[config.mk]
export PLATFORM = sky130hd
export DESIGN_NAME = mem_burst_ctrl
export DESIGN_NICKNAME = d
export VERILOG_FILES = /design/src/rtl/mem_burst_ctrl_pkg.sv /design/src/rtl/mem_burst_ctrl_rr_arb2.sv /design/src/rtl/mem_burst_ctrl.sv
export SDC_FILE = /design/constraint.sdc
export NUM_CORES = 1
export LEC_CHECK = 0
export CORE_UTILIZATION = 40
export DETAILED_ROUTE_END_ITERATION = 7
export HOLD_SLACK_MARGIN = 0.02
export PLACE_DENSITY = 0.77
export SLEW_MARGIN = 20
export SYNTH_ARGS = -nofsm -noshare
export SYNTH_HDL_FRONTEND = slang
export SYNTH_SLANG_ARGS = --single-unit
[constraint.sdc]
create_clock -name CLK -period 2.3 [get_ports CLK]
set_input_delay 0.46 -clock CLK [delete_from_list [all_inputs] [get_ports CLK]]
set_output_delay 0.46 -clock CLK [all_outputs]
set_load 0.01 [all_outputs]
[src/rtl/mem_burst_ctrl_pkg.sv]
// Shared FSM encodings, beat geometry and grant identifiers for the burst controller.
// Constants only; no latency or flow-control behaviour of its own.
package mem_burst_ctrl_pkg;

    localparam logic [2:0] ST_IDLE    = 3'd0;
    localparam logic [2:0] ST_WR_BEAT = 3'd1;
    localparam logic [2:0] ST_WR_WAIT = 3'd2;
    localparam logic [2:0] ST_WR_RESP = 3'd3;
    localparam logic [2:0] ST_RD_ADDR = 3'd4;
    localparam logic [2:0] ST_RD_DATA = 3'd5;

    localparam int BEAT_BYTES = 4;

    localparam logic GRANT_WR = 1'b0;
    localparam logic GRANT_RD = 1'b1;

endpackage

[src/rtl/mem_burst_ctrl_rr_arb2.sv]
// Two-way round-robin arbiter, combinational grant qualified by en, registered last grant.
// Zero-cycle grant; a tie goes to the channel opposite the last winner (write after reset).
module rr_arb2
    import mem_burst_ctrl_pkg::*;
(
    input  logic clk_i,
    input  logic rst_i,
    input  logic en_i,
    input  logic req_wr_i,
    input  logic req_rd_i,
    output logic gnt_wr_o,
    output logic gnt_rd_o
);

    logic last_q, last_d;

    always_comb begin
        gnt_wr_o = 1'b0;
        gnt_rd_o = 1'b0;
        last_d   = last_q;
        if (en_i) begin
            if (req_wr_i && (!req_rd_i || last_q == GRANT_RD)) begin
                gnt_wr_o = 1'b1;
                last_d   = GRANT_WR;
            end else if (req_rd_i) begin
                gnt_rd_o = 1'b1;
                last_d   = GRANT_RD;
            end
        end
    end

    always_ff @(posedge clk_i) begin
        if (rst_i) last_q <= GRANT_RD;
        else       last_q <= last_d;
    end

endmodule

[src/rtl/mem_burst_ctrl.sv]
// Burst sequencer between write/read burst channels and a negedge-sampled 128x8 byte memory.
// Writes take 2 cycles/beat; read beats are held until rd_data_ready; only IDLE accepts requests.
module mem_burst_ctrl
    import mem_burst_ctrl_pkg::*;
#(
    parameter int ADDR_W = 7,
    parameter int DATA_W = 32,
    parameter int LEN_W  = 4
) (
    input  logic              CLK,
    input  logic              RST,
    input  logic              wr_req_valid,
    output logic              wr_req_ready,
    input  logic [ADDR_W-1:0] wr_req_addr,
    input  logic [LEN_W-1:0]  wr_req_len,
    input  logic              wr_data_valid,
    output logic              wr_data_ready,
    input  logic [DATA_W-1:0] wr_data,
    output logic              wr_resp_valid,
    input  logic              wr_resp_ready,
    output logic              wr_resp_err,
    input  logic              rd_req_valid,
    output logic              rd_req_ready,
    input  logic [ADDR_W-1:0] rd_req_addr,
    input  logic [LEN_W-1:0]  rd_req_len,
    output logic              rd_data_valid,
    input  logic              rd_data_ready,
    output logic [DATA_W-1:0] rd_data,
    output logic              rd_data_last,
    output logic              rd_data_err,
    output logic              mem_cs,
    output logic              mem_we,
    output logic [ADDR_W-1:0] mem_waddr,
    output logic [ADDR_W-1:0] mem_raddr,
    output logic [DATA_W-1:0] mem_wdata,
    input  logic [DATA_W-1:0] mem_rdata,
    input  logic              mem_writefinish
);

    // Highest start address whose whole 4-byte word fits in memory.
    localparam logic [ADDR_W-1:0] LAST_ADDR = ADDR_W'((1 << ADDR_W) - BEAT_BYTES);
    localparam logic [LEN_W:0]    ONE_BEAT  = (LEN_W+1)'(1);

    logic [2:0]        state_q, state_d;
    logic [ADDR_W-1:0] cur_addr_q, cur_addr_d;
    logic [LEN_W:0]    beats_q, beats_d;
    logic              err_q, err_d;
    logic              wr_req_ready_q, wr_req_ready_d, rd_req_ready_q, rd_req_ready_d;
    logic              wr_data_ready_q, wr_data_ready_d;
    logic              wr_resp_valid_q, wr_resp_valid_d, wr_resp_err_q, wr_resp_err_d;
    logic              rd_data_valid_q, rd_data_valid_d, rd_data_last_q, rd_data_last_d;
    logic              rd_data_err_q, rd_data_err_d;
    logic [DATA_W-1:0] rd_data_q, rd_data_d, mem_wdata_q, mem_wdata_d;
    logic              mem_cs_q, mem_cs_d, mem_we_q, mem_we_d;
    logic [ADDR_W-1:0] mem_waddr_q, mem_waddr_d, mem_raddr_q, mem_raddr_d;
    logic              gnt_wr, gnt_rd;
    logic [ADDR_W-1:0] addr_nxt;
    logic              last_beat;

    rr_arb2 u_arb (
        .clk_i    (CLK),
        .rst_i    (RST),
        .en_i     (state_q == ST_IDLE),
        .req_wr_i (wr_req_valid),
        .req_rd_i (rd_req_valid),
        .gnt_wr_o (gnt_wr),
        .gnt_rd_o (gnt_rd)
    );

    assign addr_nxt  = cur_addr_q + ADDR_W'(BEAT_BYTES);
    assign last_beat = (beats_q == ONE_BEAT);

    always_comb begin
        state_d         = state_q;
        cur_addr_d      = cur_addr_q;
        beats_d         = beats_q;
        err_d           = err_q;
        wr_req_ready_d  = 1'b0;
        rd_req_ready_d  = 1'b0;
        wr_data_ready_d = wr_data_ready_q;
        wr_resp_valid_d = wr_resp_valid_q;
        wr_resp_err_d   = wr_resp_err_q;
        rd_data_valid_d = rd_data_valid_q;
        rd_data_last_d  = rd_data_last_q;
        rd_data_err_d   = rd_data_err_q;
        rd_data_d       = rd_data_q;
        mem_cs_d        = mem_cs_q;
        mem_we_d        = mem_we_q;
        mem_waddr_d     = mem_waddr_q;
        mem_raddr_d     = mem_raddr_q;
        mem_wdata_d     = mem_wdata_q;
        case (state_q)
            ST_IDLE: begin
                if (gnt_wr) begin
                    state_d         = ST_WR_BEAT;
                    wr_req_ready_d  = 1'b1;
                    wr_data_ready_d = 1'b1;
                    cur_addr_d      = wr_req_addr;
                    beats_d         = {1'b0, wr_req_len} + ONE_BEAT;
                end else if (gnt_rd) begin
                    state_d        = ST_RD_ADDR;
                    rd_req_ready_d = 1'b1;
                    cur_addr_d     = rd_req_addr;
                    beats_d        = {1'b0, rd_req_len} + ONE_BEAT;
                    mem_cs_d       = 1'b1;
                    mem_raddr_d    = rd_req_addr;
                end
            end
            ST_WR_BEAT: begin
                if (wr_data_valid && wr_data_ready_q) begin
                    state_d         = ST_WR_WAIT;
                    wr_data_ready_d = 1'b0;
                    if (cur_addr_q <= LAST_ADDR) begin
                        mem_cs_d    = 1'b1;
                        mem_we_d    = 1'b1;
                        mem_waddr_d = cur_addr_q;
                        mem_wdata_d = wr_data;
                    end else begin
                        err_d = 1'b1;
                    end
                end
            end
            ST_WR_WAIT: begin
                // The memory commits on the negedge inside this cycle; writefinish is judged at exit.
                mem_cs_d   = 1'b0;
                mem_we_d   = 1'b0;
                if (mem_we_q && !mem_writefinish) err_d = 1'b1;
                cur_addr_d = addr_nxt;
                beats_d    = beats_q - ONE_BEAT;
                if (last_beat) begin
                    state_d         = ST_WR_RESP;
                    wr_resp_valid_d = 1'b1;
                    wr_resp_err_d   = err_d;
                end else begin
                    state_d         = ST_WR_BEAT;
                    wr_data_ready_d = 1'b1;
                end
            end
            ST_WR_RESP: begin
                if (wr_resp_ready) begin
                    state_d         = ST_IDLE;
                    wr_resp_valid_d = 1'b0;
                    wr_resp_err_d   = 1'b0;
                    err_d           = 1'b0;
                end
            end
            ST_RD_ADDR: begin
                state_d         = ST_RD_DATA;
                mem_cs_d        = 1'b0;
                rd_data_valid_d = 1'b1;
                rd_data_last_d  = last_beat;
                if (cur_addr_q <= LAST_ADDR) begin
                    rd_data_d     = mem_rdata;
                    rd_data_err_d = 1'b0;
                end else begin
                    rd_data_d     = '0;
                    rd_data_err_d = 1'b1;
                end
            end
            ST_RD_DATA: begin
                if (rd_data_ready) begin
                    rd_data_valid_d = 1'b0;
                    rd_data_last_d  = 1'b0;
                    rd_data_err_d   = 1'b0;
                    cur_addr_d      = addr_nxt;
                    beats_d         = beats_q - ONE_BEAT;
                    if (last_beat) begin
                        state_d = ST_IDLE;
                    end else begin
                        state_d     = ST_RD_ADDR;
                        mem_cs_d    = 1'b1;
                        mem_raddr_d = addr_nxt;
                    end
                end
            end
            default: state_d = ST_IDLE;
        endcase
    end

    always_ff @(posedge CLK) begin
        if (RST) begin
            state_q         <= ST_IDLE;
            cur_addr_q      <= '0;
            beats_q         <= '0;
            err_q           <= 1'b0;
            wr_req_ready_q  <= 1'b0;
            rd_req_ready_q  <= 1'b0;
            wr_data_ready_q <= 1'b0;
            wr_resp_valid_q <= 1'b0;
            wr_resp_err_q   <= 1'b0;
            rd_data_valid_q <= 1'b0;
            rd_data_last_q  <= 1'b0;
            rd_data_err_q   <= 1'b0;
            rd_data_q       <= '0;
            mem_cs_q        <= 1'b0;
            mem_we_q        <= 1'b0;
            mem_waddr_q     <= '0;
            mem_raddr_q     <= '0;
            mem_wdata_q     <= '0;
        end else begin
            state_q         <= state_d;
            cur_addr_q      <= cur_addr_d;
            beats_q         <= beats_d;
            err_q           <= err_d;
            wr_req_ready_q  <= wr_req_ready_d;
            rd_req_ready_q  <= rd_req_ready_d;
            wr_data_ready_q <= wr_data_ready_d;
            wr_resp_valid_q <= wr_resp_valid_d;
            wr_resp_err_q   <= wr_resp_err_d;
            rd_data_valid_q <= rd_data_valid_d;
            rd_data_last_q  <= rd_data_last_d;
            rd_data_err_q   <= rd_data_err_d;
            rd_data_q       <= rd_data_d;
            mem_cs_q        <= mem_cs_d;
            mem_we_q        <= mem_we_d;
            mem_waddr_q     <= mem_waddr_d;
            mem_raddr_q     <= mem_raddr_d;
            mem_wdata_q     <= mem_wdata_d;
        end
    end

    assign wr_req_ready  = wr_req_ready_q;
    assign rd_req_ready  = rd_req_ready_q;
    assign wr_data_ready = wr_data_ready_q;
    assign wr_resp_valid = wr_resp_valid_q;
    assign wr_resp_err   = wr_resp_err_q;
    assign rd_data_valid = rd_data_valid_q;
    assign rd_data_last  = rd_data_last_q;
    assign rd_data_err   = rd_data_err_q;
    assign rd_data       = rd_data_q;
    assign mem_cs        = mem_cs_q;
    assign mem_we        = mem_we_q;
    assign mem_waddr     = mem_waddr_q;
    assign mem_raddr     = mem_raddr_q;
    assign mem_wdata     = mem_wdata_q;

endmodule
==> impl_metrics.tcl <==
set metrics [dict create \
    status "finished with violations" \
    violations "design-rule violations" \
    hold_path.class "flip-flop to flip-flop" \
    synth-seq-cells 105 \
    ys_warn_count 0 \
    nNetsFinal 865 \
    antenna_found_initial 0 \
    rsz0062_at_grt "no" \
    fp.coreArea_um2 11520 \
    antenna_cells 0 \
    max-slew-margin-rel_pct 59.06 \
    rows 39 \
    yosysTopAreaCellShare_pct 44.12 \
    fp.dieH_um 111.1 \
    reg2reg_to "beats_q[2]" \
    p_comb_share_pct 29.6 \
    layout_min_cycle_time_ns 2.094 \
    r2r_start "state_q[2]" \
    fmaxAchievable_mhz 477.5 \
    num-fill-cells 990 \
    power_frac_seq_pct 42.3 \
    clockBufferDepth 2 \
    grt_pass1_wl_um 23920 \
    cts.repair.resized 0 \
    path_clk_slew_ns 0.06 \
    peakVddDrop_mv 0.4612 \
    final_util_pct 61.33 \
    drt_iter0_drc 351 \
    hold_end "rd_data[0]" \
    clkPwrFrac_pct 28.0 \
    syn_avg_cell_area_um2 7.981 \
    drt_wl_total_um 14520 \
    cts_made_buffers 9 \
    grt_pass1_vias 4895 \
    place.detailed.hpwl_um 10590 \
    drive_gt1_share_pct 7.662 \
    synth_edf_count 0 \
    synthArstFlopShare_pct 0 \
    p_per_area_nw_per_um2 717.0 \
    grt_max_degree 42 \
    hold_start "rd_data[0]" \
    viasPerCell 5.514 \
    critical_path_arrival_ns 2.36 \
    antenna_left 0 \
    p_int_mw 3.511 \
    cts_setup_buffers 0 \
    ff_latch_area_um2 2102 \
    crit_path_end_kind "flip-flop" \
    synth-seq-area-share_pct 44.12 \
    vias 5034 \
    initial_utilization_pct 41.37 \
    worstMarginPinSlew_ns 0.6141 \
    maxSlewViolCount 0 \
    critPathMaxFanout 5 \
    synth_cell_types 60 \
    io_buffer_count 181 \
    ys_top_cells_by_area "dfxtp_1 44%, a21oi_1 9.2%, nand2_1 7.6%" \
    dieArea_um2 12350 \
    whs_ns 0.4536 \
    period_share_pct 91.06 \
    total_leakage_power_nw 2.451 \
    globalplace.congestion 0.8299 \
    drc_errors 32 \
    ff2ff_path_depth 8 \
    clockRootBuffer "clkbuf_16" \
    grt.total_usage_pct 23.80 \
    io_pins 182 \
    r2r_slack_ns 0.21 \
    drv_cap 0 \
    min_path_cells 2 \
    cts_sinks 105 \
    startpoint_type "flip-flop" \
    routedWlPerCell_um 15.90 \
    grt-ovfl-total 0 \
    synth_top_cell_by_area "dfxtp_1" \
    clock_skew_ns 0.006327 \
    cts_tree "done" \
    p_sw_share_pct 30.67 \
    synthesis.instances 597 \
    required_ns 2.57 \
    worstSetupPathType "flip-flop to flip-flop" \
    synthFlopType "dfxtp_1" \
    final_hold_viol_count 0 \
    clock_latency_ns 0.34 \
    multi_input_area_um2 2431 \
    die-width_um 111.1 \
    syn_nets 695 \
    ctsHtreeMaxLevel 3 \
    switchingPower_mw 1.553 \
    dr.pass1.iters 7 \
    setup_viol 0 \
    post_synth_instance_area_um2 4765 \
    areaGrowthSynthToFinish_pct 48.24 \
    cts_hold_buf 0 \
]
==> registers in the layout, summed over array words and instances (netlist names) <==
register	count
mem_raddr	7
cur_addr_q	7
rd_req_ready	1
state_q	3
rd_data	32
rd_data_valid	1
err_q	1
beats_q	5
wr_resp_err	1
wr_resp_valid	1
wr_req_ready	1
rd_data_last	1
mem_waddr	7
u_arb.last_q	1
wr_data_ready	1
mem_cs	1
mem_we	1
mem_wdata	32
rd_data_err	1
==> placed cells by master (no fill, tap or decap), drive strengths merged, types with 2 or more instances in the layout <==
| cell | synthesis | layout |
|---|---|---|
| a2111oi | 3 | 3 |
| clkbuf | 38 | 12 |
| o31a | 3 | 3 |
| a31oi | 4 | 4 |
| dfxtp | 105 | 105 |
| o31ai | 3 | 3 |
| a311oi | 6 | 6 |
| clkdlybuf4s50 | 0 | 180 |
| ha | 4 | 4 |
| nand3 | 52 | 52 |
| nor2b | 6 | 6 |
| a2bb2oi | 2 | 2 |
| a32oi | 2 | 2 |
| clkinvlp | 0 | 2 |
| a22oi | 5 | 5 |
| o221ai | 3 | 3 |
| a31o | 2 | 2 |
| nor3 | 12 | 12 |
| nand4b | 2 | 2 |
| inv | 6 | 6 |
| or3 | 5 | 5 |
| nor3b | 2 | 2 |
| o211ai | 5 | 5 |
| a21o | 2 | 2 |
| o21ai | 54 | 54 |
| nor4 | 2 | 2 |
| nand3b | 4 | 4 |
| a211oi | 6 | 6 |
| xnor2 | 4 | 4 |
| a21boi | 2 | 2 |
| a311o | 3 | 3 |
| nand2b | 9 | 9 |
| nand2 | 97 | 97 |
| buf | 14 | 31 |
| nor2 | 24 | 24 |
| nand4 | 3 | 3 |
| a21oi | 88 | 88 |
| a221oi | 2 | 2 |
==> final cells by class <==
class | instances | area share (%)
clock buffer | 12 | 3.632
clock inverter | 2 | 0.2126
inverter | 6 | 0.3189
multi-input combinational | 434 | 34.42
sequential | 105 | 29.76
tap | 143 | 2.533
timing repair buffer | 211 | 29.12
==> logic make-up after synthesis <==
family,Yosys count,share of synthesized area [%]
adders and majority gates,4,1.050
buffers and inverters,58,5.278
xor gates and xnor gates,5,0.9191
AOI/OAI and AO/OA,201,25.74
and+or+nand+nor,224,22.90
DFF,105,44.12
==> worst max-delay path: stages, from the launching register on <==
cell	delay [ns]
dfxtp_1	0.35
or3_4	0.43
nor3_4	0.23
o21ai_0	0.11
ha_1	0.23
nand2b_1	0.15
a2111oi_0	0.32
o21ai_0	0.12
o221ai_1	0.07
==> stage by stage <==
step | power (mW) | setup TNS [ns] | instance area, um2 | instances | setup WS, ns
detailed placement | 3.673 | -0.1309 | 6792 | 899 | -0.1309
global route | 5.336 | 0 | 7063 | 913 | 0.07417
finish | 5.064 | 0 | 7063 | 913 | 0.2057
CTS | 5.109 | 0 | 7063 | 913 | 0.1966
global placement | 3.629 | -0.05886 | 6792 | 899 | -0.05886
floorplan | 2.979 | 0 | 4765 | 597 | 0.1555
==> cell usage after synthesis, drive strengths merged (2+ instances only) <==
| master | instances |
|---|---|
| a31oi | 4 |
| o31a | 3 |
| nand4b | 2 |
| nor2b | 6 |
| nor3 | 12 |
| a21o | 2 |
| clkbuf | 38 |
| nand4 | 3 |
| o31ai | 3 |
| a22oi | 5 |
| a21boi | 2 |
| nand3b | 4 |
| a221oi | 2 |
| nand2 | 97 |
| xnor2 | 4 |
| or3 | 5 |
| nor3b | 2 |
| inv | 6 |
| nand2b | 9 |
| a31o | 2 |
| a2111oi | 3 |
| a211oi | 6 |
| ha | 4 |
| a311o | 3 |
| o21ai | 54 |
| a32oi | 2 |
| nor2 | 24 |
| nand3 | 52 |
| buf | 14 |
| o221ai | 3 |
| a311oi | 6 |
| a2bb2oi | 2 |
| dfxtp | 105 |
| o211ai | 5 |
| a21oi | 88 |
| nor4 | 2 |
==> metal layers <==
metal / wire, um / track usage, % / up-vias
met5: 0 / 0 / -
met4: 252 / 6.937 / 0
met3: 1311 / 7.928 / 23
met2: 7180 / 42.26 / 223
met1: 5775 / 27.03 / 2321
li1: - / - / 2467
==> worst max path at each step <==
stage / from / end / slack [ns] / depth (start not counted)
floorplan: state_q[0] / beats_q[2] / 0.16 / 9
global placement: rd_req_valid / beats_q[2] / -0.06 / 10
detailed placement: rd_req_valid / beats_q[2] / -0.13 / 10
CTS: state_q[2] / beats_q[2] / 0.20 / 8
global route: state_q[1] / beats_q[2] / 0.07 / 8
finish: state_q[2] / beats_q[2] / 0.21 / 8
==> power groups by stage <==
stage               registers (mW)  clock network [mW]  logic, mW
global route                  2.17                1.54       1.63
detailed placement            2.19                   0       1.49
finish                        2.14                1.42       1.50
global placement              2.18                   0       1.45
floorplan                     2.19                   0      0.788
CTS                           2.14                1.47       1.50
(Power assumes the default switching activity.)
